<file path="src/rtl/simon_kexp_arbiter_if.sv">
`default_nettype none
// ============================================================================
// Module   : simon_kexp_arbiter_if
// Brief    : Requester-side and expander-side signal bundle for the shared
//            SIMON key-expander arbiter.
// Revision : 1.0 - initial release
// ============================================================================
interface simon_kexp_arbiter_if #(
  parameter int SIMON_KEY_WIDTH = 128
);
  // Requester side
  logic [1:0]                   req_valid;
  logic [1:0]                   req_mode;
  logic [2*SIMON_KEY_WIDTH-1:0] req_key;
  logic [1:0]                   req_ready;
  logic [1:0]                   req_done;
  logic [1:0]                   req_err;
  logic                         owner;
  logic                         busy;
  // Expander side
  logic                         kx_mode;
  logic [SIMON_KEY_WIDTH-1:0]   kx_key;
  logic                         kx_valid;
  logic                         kx_ready;
  logic                         kx_exp_valid;
  logic                         kx_nrst;

  // Arbiter view
  modport slave (
    input  req_valid, req_mode, req_key, kx_ready, kx_exp_valid,
    output req_ready, req_done, req_err, owner, busy,
           kx_mode, kx_key, kx_valid, kx_nrst
  );

  // Environment view (requesters plus expander)
  modport master (
    output req_valid, req_mode, req_key, kx_ready, kx_exp_valid,
    input  req_ready, req_done, req_err, owner, busy,
           kx_mode, kx_key, kx_valid, kx_nrst
  );
endinterface
`default_nettype wire

</file>
<file path="src/rtl/simon_kexp_arbiter.sv">
`default_nettype none
// ============================================================================
// Module   : simon_kexp_arbiter
// Brief    : Round-robin sharing of one SIMON key expander between two
//            requesters. Loads the expander, waits for exp_valid (with an
//            optional timeout), reports done/err to the owner and recycles
//            the expander through kx_nrst.
//            Optional feature macro: SIMON_KEY_CACHE_EN keeps the last
//            expanded {mode,key} live in the expander so an identical
//            request completes without reloading it.
// Revision : 1.0 - initial release
// ============================================================================
module simon_kexp_arbiter #(
  parameter int SIMON_KEY_WIDTH = 128,
  parameter int TIMEOUT_CYCLES  = 256
) (
  input  wire logic             ck,
  input  wire logic             rst,
  simon_kexp_arbiter_if.slave   bus
);

  localparam int          KW        = SIMON_KEY_WIDTH;
  localparam logic [15:0] c_timeout = 16'(TIMEOUT_CYCLES);

  typedef enum logic [2:0] {
    S_IDLE    = 3'd0,
    S_ISSUE   = 3'd1,
    S_WAIT    = 3'd2,
    S_RECYCLE = 3'd3,
    S_HIT     = 3'd4
  } state_t;

  state_t        r_state;
  logic          r_last_grant;
  logic          r_owner;
  logic          r_kx_mode;
  logic [KW-1:0] r_kx_key;
  logic [1:0]    r_done;
  logic [1:0]    r_err;
  logic [15:0]   r_timer;
`ifdef SIMON_KEY_CACHE_EN
  logic          r_cache_valid;
  logic          r_reissue;
`endif

  logic          w_any;
  logic          w_grant;
  logic [KW-1:0] w_sel_key;
  logic          w_sel_mode;
  logic [15:0]   w_timer_inc;

  // Round-robin pick: a lone requester wins, on contention the one not served last
  assign w_any       = |bus.req_valid;
  assign w_grant     = (bus.req_valid == 2'b11) ? ~r_last_grant : bus.req_valid[1];
  assign w_sel_key   = w_grant ? bus.req_key[KW +: KW] : bus.req_key[0 +: KW];
  assign w_sel_mode  = bus.req_mode[w_grant];
  assign w_timer_inc = r_timer + 16'd1;

  assign bus.req_ready = (r_state == S_IDLE && !rst && w_any) ?
                         (w_grant ? 2'b10 : 2'b01) : 2'b00;
  assign bus.req_done  = r_done;
  assign bus.req_err   = r_err;
  assign bus.owner     = r_owner;
  assign bus.busy      = (r_state != S_IDLE);
  assign bus.kx_mode   = r_kx_mode;
  assign bus.kx_key    = r_kx_key;
  assign bus.kx_valid  = (r_state == S_ISSUE);
  assign bus.kx_nrst   = ~rst & (r_state != S_RECYCLE);

  // Arbitration FSM: grant, load expander, wait for completion, recycle
  always_ff @(posedge ck) begin
    if (rst) begin
      r_state      <= S_IDLE;
      r_last_grant <= 1'b1;
      r_owner      <= 1'b0;
      r_kx_mode    <= 1'b0;
      r_kx_key     <= '0;
      r_done       <= 2'b00;
      r_err        <= 2'b00;
      r_timer      <= 16'd0;
`ifdef SIMON_KEY_CACHE_EN
      r_cache_valid <= 1'b0;
      r_reissue     <= 1'b0;
`endif
    end else begin
      r_done <= 2'b00;
      r_err  <= 2'b00;
      case (r_state)
        S_IDLE: begin
          if (w_any) begin
            r_owner      <= w_grant;
            r_last_grant <= w_grant;
            r_kx_key     <= w_sel_key;
            r_kx_mode    <= w_sel_mode;
`ifdef SIMON_KEY_CACHE_EN
            // Latched {mode,key} doubles as the cache tag while the expander holds DONE
            if (r_cache_valid && ({w_sel_mode, w_sel_key} == {r_kx_mode, r_kx_key})) begin
              r_done[w_grant] <= 1'b1;
              r_state         <= S_HIT;
            end else if (r_cache_valid) begin
              r_cache_valid <= 1'b0;
              r_reissue     <= 1'b1;
              r_state       <= S_RECYCLE;
            end else begin
              r_state <= S_ISSUE;
            end
`else
            r_state <= S_ISSUE;
`endif
          end
        end
        S_ISSUE: begin
          if (bus.kx_ready) begin
            r_timer <= 16'd0;
            r_state <= S_WAIT;
          end
        end
        S_WAIT: begin
          r_timer <= w_timer_inc;
          if (bus.kx_exp_valid) begin
            r_done[r_owner] <= 1'b1;
`ifdef SIMON_KEY_CACHE_EN
            r_cache_valid <= 1'b1;
            r_state       <= S_IDLE;
`else
            r_state <= S_RECYCLE;
`endif
          end else if (c_timeout != 16'd0 && w_timer_inc == c_timeout) begin
            r_err[r_owner] <= 1'b1;
            r_state        <= S_RECYCLE;
          end
        end
        S_RECYCLE: begin
`ifdef SIMON_KEY_CACHE_EN
          r_reissue <= 1'b0;
          r_state   <= r_reissue ? S_ISSUE : S_IDLE;
`else
          r_state <= S_IDLE;
`endif
        end
        S_HIT: begin
          r_state <= S_IDLE;
        end
        default: begin
          r_state <= S_IDLE;
        end
      endcase
    end
  end

endmodule
`default_nettype wire

</file>
<file path="src/flat_wrapper.sv">
// flat-port wrapper written by rule: the top's interface ports become plain ports
module simon_kexp_arbiter_flat 
#(
  parameter int SIMON_KEY_WIDTH = 128,
  parameter int TIMEOUT_CYCLES  = 256
)
  (ck, rst, bus_req_valid, bus_req_mode, bus_req_key, bus_kx_ready, bus_kx_exp_valid, bus_req_ready, bus_req_done, bus_req_err, bus_owner, bus_busy, bus_kx_mode, bus_kx_key, bus_kx_valid, bus_kx_nrst);
  simon_kexp_arbiter_if #(.SIMON_KEY_WIDTH(SIMON_KEY_WIDTH)) bus_i ();
  input  wire logic ck;
  input  wire logic rst;
  input wire logic [$bits(bus_i.req_valid)-1:0] bus_req_valid;
  input wire logic [$bits(bus_i.req_mode)-1:0] bus_req_mode;
  input wire logic [$bits(bus_i.req_key)-1:0] bus_req_key;
  input wire logic [$bits(bus_i.kx_ready)-1:0] bus_kx_ready;
  input wire logic [$bits(bus_i.kx_exp_valid)-1:0] bus_kx_exp_valid;
  output wire logic [$bits(bus_i.req_ready)-1:0] bus_req_ready;
  output wire logic [$bits(bus_i.req_done)-1:0] bus_req_done;
  output wire logic [$bits(bus_i.req_err)-1:0] bus_req_err;
  output wire logic [$bits(bus_i.owner)-1:0] bus_owner;
  output wire logic [$bits(bus_i.busy)-1:0] bus_busy;
  output wire logic [$bits(bus_i.kx_mode)-1:0] bus_kx_mode;
  output wire logic [$bits(bus_i.kx_key)-1:0] bus_kx_key;
  output wire logic [$bits(bus_i.kx_valid)-1:0] bus_kx_valid;
  output wire logic [$bits(bus_i.kx_nrst)-1:0] bus_kx_nrst;
  assign bus_i.req_valid = bus_req_valid;
  assign bus_i.req_mode = bus_req_mode;
  assign bus_i.req_key = bus_req_key;
  assign bus_i.kx_ready = bus_kx_ready;
  assign bus_i.kx_exp_valid = bus_kx_exp_valid;
  assign bus_req_ready = bus_i.req_ready;
  assign bus_req_done = bus_i.req_done;
  assign bus_req_err = bus_i.req_err;
  assign bus_owner = bus_i.owner;
  assign bus_busy = bus_i.busy;
  assign bus_kx_mode = bus_i.kx_mode;
  assign bus_kx_key = bus_i.kx_key;
  assign bus_kx_valid = bus_i.kx_valid;
  assign bus_kx_nrst = bus_i.kx_nrst;
  simon_kexp_arbiter #(.SIMON_KEY_WIDTH(SIMON_KEY_WIDTH), .TIMEOUT_CYCLES(TIMEOUT_CYCLES)) u_core (.ck(ck), .rst(rst), .bus(bus_i));
endmodule
</file>
<file path="config.mk">
export PLATFORM = sky130hd
export DESIGN_NAME = simon_kexp_arbiter_flat
export DESIGN_NICKNAME = d
export VERILOG_FILES = /design/src/rtl/simon_kexp_arbiter_if.sv /design/src/rtl/simon_kexp_arbiter.sv /design/src/flat_wrapper.sv
export SDC_FILE = /design/constraint.sdc
export NUM_CORES = 1
export LEC_CHECK = 0
export CAP_MARGIN = 20
export CORE_AREA = 2 2 150 167
export DETAILED_ROUTE_END_ITERATION = 7
export DIE_AREA = 0 0 152 169
export SLEW_MARGIN = 20
export SYNTH_ARGS = -nofsm -noshare
export SYNTH_HDL_FRONTEND = slang
export SYNTH_SLANG_ARGS = --single-unit
</file>
<file path="constraint.sdc">
create_clock -name ck -period 3.1 [get_ports ck]
set_input_delay 0.62 -clock ck [delete_from_list [all_inputs] [get_ports ck]]
set_output_delay 0.62 -clock ck [all_outputs]
set_load 0.03 [all_outputs]
</file>
* After elaboration in Yosys (flattened, before gate mapping)
Index checks and enable logic that the tools add are counted.
** Storage, ports and cells
- Bits in registers :: 154
- Input port bits :: 264
- Output and inout port bits :: 139
** Cells by class
- Add/subtract/negate cells :: 1
- $lt $le $gt $ge :: 3
- Eq/ne operators :: 8
- Mux-type cells :: 15
- Bitwise operators :: 6
- Reduce and logical (&&, ||, !) cells :: 13
** Operator list (count)
- $mux 128 :: 1
- $pmux 16 s2 :: 1
- $add 16x1->16 const B :: 1
- $eq 16x9->1 const B :: 1
- $mux 16 :: 1
- $mux 3 :: 4
- $pmux 3 s3 :: 1
- $ne 3x2->1 const B :: 2
- $not 1->1 :: 5
- $lt 1x2->1 const B :: 2
- $mux 1 :: 4
- $mux 2 :: 2
- $reduce_and 2->1 :: 2
- $reduce_or 4->1 :: 1
- $eq 3x1->1 const B :: 1
- $eq 3x2->1 const B :: 1
- $logic_and 1x1->1 :: 3
- $logic_not 3->1 :: 1
- $reduce_and 3->1 :: 1
- $reduce_bool 3->1 :: 1
- $reduce_or 3->1 :: 1
- $eq 2x2->1 const B :: 1
- $ne 2x1->1 const B :: 1
- $ne 2x2->1 const B :: 1
- other kinds (6) :: 6

* Depth between registers and ports, before layout
- Depth after elaboration :: 5
- Gate-level depth with buffers :: 9
- Mapped depth without buffers :: 8

* Worst setup path after synthesis
OpenSTA, ideal clock, no wires.
- Path type :: input-to-output
- Start point :: input port bus_req_valid[1]
- End point :: output port bus_req_ready[0]
- Data arrival time :: 1.917 ns
- Required time :: 2.480 ns
- Setup slack :: 0.563 ns
- Stages on the path :: 5
- Buffers on the path :: 3
- Cell sequence :: a21boi_0 -> clkbuf_1 -> buf_2 -> buf_2 -> nor3_1
** On the way
- Word-level cells in the longest chain between the ends :: 4
- Elaborated cells on any way between the ends :: 6
- Those cells by class :: eq/ne (1); mux (3); reduce/logical (2)
** Ends and longest elaborated chain
- from (decl) :: RTL line flat_wrapper.sv:11 : input wire logic [$bits(bus_i.req_valid)-1:0] bus_req_valid;
- $eq 2x2->1 :: RTL line simon_kexp_arbiter.sv:54 : assign w_grant = (bus.req_valid == 2'b11) ? ~r_last_grant : bus.req_valid[1];
- $mux 1 :: RTL line simon_kexp_arbiter.sv:54
- $mux 2 :: RTL line simon_kexp_arbiter.sv:60 : (w_grant ? 2'b10 : 2'b01) : 2'b00;
- $mux 2 (*) :: RTL line simon_kexp_arbiter.sv:59 : assign bus.req_ready = (r_state == S_IDLE && !rst && w_any) ?
- to (decl) :: RTL line flat_wrapper.sv:16 : output wire logic [$bits(bus_i.req_ready)-1:0] bus_req_ready;
Every way passes the cells marked *; elsewhere a longest branch is shown, timed or not.

* Worst setup path after layout
- Start point :: input port bus_req_valid[0]
- End point :: output port bus_req_ready[0]
The elaborated chain is that of the path after synthesis.

==> reports/summary.txt <==
Slew at the pin closest to its max-slew limit = 0.678 ns
Endpoint type of the worst setup path = output port
Area of combinational cells with multiple inputs = 3690 µm²
Tightest hold margin = 0.497 ns
Overall die height = 169 µm
Hold bufs inserted after CTS = 0
Post-CTS setup buffers = 0
DRT antenna net count = 0
Area added between synthesis and finish = 68.3%
Gate count after technology mapping = 763
Post-Route WL = 26100 µm
Clock tree from TritonCTS = built
First-pass GRT wire length = 39100 µm
Endpoint of the most critical register-to-register path = u_core.r_state[1]
CTS Root Cell = sky130_fd_sc_hd__clkbuf_16
Vias per std cell = 4.76
Area after DPL = 11300 µm²
Part of the Yosys area used for sequential elements = 43.2%
Unrepaired setup endpoints after global routing = false
Fill cells = 2290
Final std cell area, no fill = 11900 µm²
Port Buffer Count = 402
Num Clock Sinks = 153
Max cap viols = 0
Total count of max-transition violations in the final report = 0
Total number of nets in the final design = 1394
Power Density = 882 nW/µm²
Latest clock arrival within the worst-skew pair = 0.43 ns
Run status = completed
Hold violation count in the final report = 0
Average cell area after synthesis = 9.28 µm²
Number of buffers created by CTS = 17
# DRC = 0
Pin count of the biggest net entering global routing = 124
Number of levels in the clock H-tree = 4
Aggregate global routing overflow = 0
Number of global-route vias before repair = 6653
Sequential Area = 3060 µm²
Post-synth design cell area = 7080 µm²
Type of the tightest min-delay check = reg2reg
Synth async-reset ratio = 0%
Post-placement worst setup slack = 0.196 ns
Routability Congestion = 0.779
Peak clock frequency supported by timing = 0.344 GHz
Worst-case reg-to-reg path depth = 7
Final Non-Filler Cells = 1448
DR vias = 6886
Hold Path End = u_core.bus.kx_key[73]
Initial core utilization = 29.4%
Floorplan Core Area = 24100 µm²
Number of storage elements in the synthesis netlist = 153
Commonest non-fill, non-tap cells in the layout = 400 x sky130_fd_sc_hd__clkdlybuf4s50_1, 153 x sky130_fd_sc_hd__nor2_1, 153 x sky130_fd_sc_hd__dfxtp_1
Pwr Total = 10.5 mW
DP Cell Count = 1415
Most common cell after layout, fill and taps aside = sky130_fd_sc_hd__clkdlybuf4s50_1
Worst setup slack after layout = 0.193 ns
Critical path launch point type = primary input
Relative slew slack = 54.8%
Synthesis warning total = 0
Setup TNS = 0 ns
End-of-flow core utilization = 49.5%
Fin crit period = 2.91 ns
Clock-pin slew on the worst setup and hold paths = 0.07 ns
Number of synthesized flops with an enable pin = 0
Wire per inst = 18.0 µm
Worst clock skew = 0.0123 ns
Type of the setup path with the least slack = in2out
Most common flop cell mapped by yosys = sky130_fd_sc_hd__dfxtp_1
Share of the clock period used by the worst path = 93.8%
Data required time at the worst endpoint = 2.48 ns
Crit Reg-Reg Startpoint = u_core.r_timer[0]
Ratio of cells with drive above 1 in the final layout = 5.28%
Maximum buffer depth of the clock tree = 2
Die Outline Area = 25700 µm²
Antenna violations before repair = 2
Largest fanout on the critical path = 5
Signal arrival time at the worst endpoint = 2.29 ns
Number of distinct standard cells referenced by the synthesized netlist = 52
Rows = 60
Net count after synthesis = 1033
HPWL Detailed = 19900 µm
Post-CTS Resized = 0
Largest voltage drop on the vdd net = 460 µV
Die Wd = 152 µm
I/O pin count = 403
Final count of negative-setup-slack endpoints = 0
Origin of the worst min-delay path = u_core.bus.kx_key[73]
Hold Path Depth = 2
Tot GR Track Use = 19.6%
Detailed Route Iter0 Violations = 334
Setup slack of the worst register-to-register path = 0.57 ns
Leakage power summed over all cells = 4.41 nW
Detailed Routing Iterations Pass 1 = 4
worst max path at each step:
stage                          start          endpoint  slack, ns  cells after the start
finish              bus_req_valid[0]  bus_req_ready[0]       0.19                      4
global route        bus_req_valid[0]  bus_req_ready[0]       0.12                      4
CTS                 bus_req_valid[0]  bus_req_ready[0]       0.19                      4
detailed placement  bus_req_valid[0]  bus_req_ready[0]       0.20                      4
global placement    bus_req_valid[0]  bus_req_ready[0]       0.15                      4
floorplan           bus_req_valid[1]  bus_req_ready[0]       0.56                      5
critical path, cell delays in order:
cell and delay (ns):
sky130_fd_sc_hd__clkdlybuf4s50_1 0.61, sky130_fd_sc_hd__o21ai_0 0.15, sky130_fd_sc_hd__nor3_1 0.20, sky130_fd_sc_hd__clkdlybuf4s50_1 0.72
cells by family after synthesis:
kind of cell	after synthesis	synth area share (%)
flip-flops	153	43.2
buffers and inverters	77	4.96
adder cells (fa/ha/maj)	6	1.06
AO/OA/AOI/OAI	177	18.1
XOR/XNOR	4	0.495
multiplexers	133	18.8
AND/OR/NAND/NOR	213	13.4
Yosys cell counts, types with 2 or more instances:
cell | n | area share (%)
sky130_fd_sc_hd__nor2_1 | 154 | 8.2
sky130_fd_sc_hd__dfxtp_1 | 153 | 43
sky130_fd_sc_hd__mux2i_1 | 132 | 19
sky130_fd_sc_hd__a211oi_1 | 131 | 14
sky130_fd_sc_hd__clkbuf_1 | 47 | 2.5
sky130_fd_sc_hd__nand2_1 | 17 | 0.90
sky130_fd_sc_hd__o21ai_0 | 15 | 1.1
sky130_fd_sc_hd__a21oi_1 | 11 | 0.78
sky130_fd_sc_hd__buf_2 | 10 | 0.71
sky130_fd_sc_hd__nand3_1 | 10 | 0.71
sky130_fd_sc_hd__buf_1 | 7 | 0.37
sky130_fd_sc_hd__ha_1 | 6 | 1.1
sky130_fd_sc_hd__inv_1 | 5 | 0.26
sky130_fd_sc_hd__a311oi_1 | 4 | 0.49
sky130_fd_sc_hd__and3_1 | 4 | 0.35
sky130_fd_sc_hd__nor4_1 | 4 | 0.35
sky130_fd_sc_hd__xnor2_1 | 4 | 0.49
sky130_fd_sc_hd__a22oi_1 | 3 | 0.32
sky130_fd_sc_hd__a41oi_1 | 3 | 0.37
sky130_fd_sc_hd__clkbuf_8 | 3 | 0.58
sky130_fd_sc_hd__nand4_1 | 3 | 0.26
sky130_fd_sc_hd__nor3_1 | 3 | 0.21
sky130_fd_sc_hd__a31oi_1 | 2 | 0.18
sky130_fd_sc_hd__nor3b_1 | 2 | 0.21
sky130_fd_sc_hd__o211ai_1 | 2 | 0.21
sky130_fd_sc_hd__or2_2 | 2 | 0.18
per-layer routing:
layer	GRT usage (%)	part of all wire, %	wire length [µm]	vias up
li1	-	-	-	3515
met1	22.8	40	10500	3109
met2	34.5	51	13300	235
met3	6.81	7.5	1950	25
met4	5.36	1.2	311	2
met5	0	0.050	13	-
where the power goes:
| part | switching, mW | leakage [nW] | total [mW] | internal (mW) |
|---|---|---|---|---|
| combinational | 3.18 | 2.87 | 5.41 | 2.23 |
| clock | 0.910 | 0.278 | 2.08 | 1.17 |
| sequential | 0.374 | 1.27 | 3.03 | 2.66 |
flip-flops by register name (all words and copies together) (netlist names):
| register | flops |
|---|---|
| u_core.bus.kx_mode | 1 |
| u_core.bus.req_done | 2 |
| u_core.r_timer | 16 |
| u_core.r_state | 2 |
| u_core.bus.owner | 1 |
| u_core.r_last_grant | 1 |
| u_core.bus.kx_key | 128 |
| u_core.bus.req_err | 2 |
area by class of cell:
| cell class | instances | share of cell area (%) |
|---|---|---|
| repair buffers | 413 | 35.0 |
| multi-input cells | 533 | 30.9 |
| flip-flops and latches | 153 | 25.7 |
| clock buffers | 19 | 3.80 |
| well taps | 310 | 3.25 |
| clock inverters | 13 | 1.10 |
| inverters | 6 | 0.189 |
| diodes | 1 | 0.0210 |
Power figures use the tool's default switching activity.
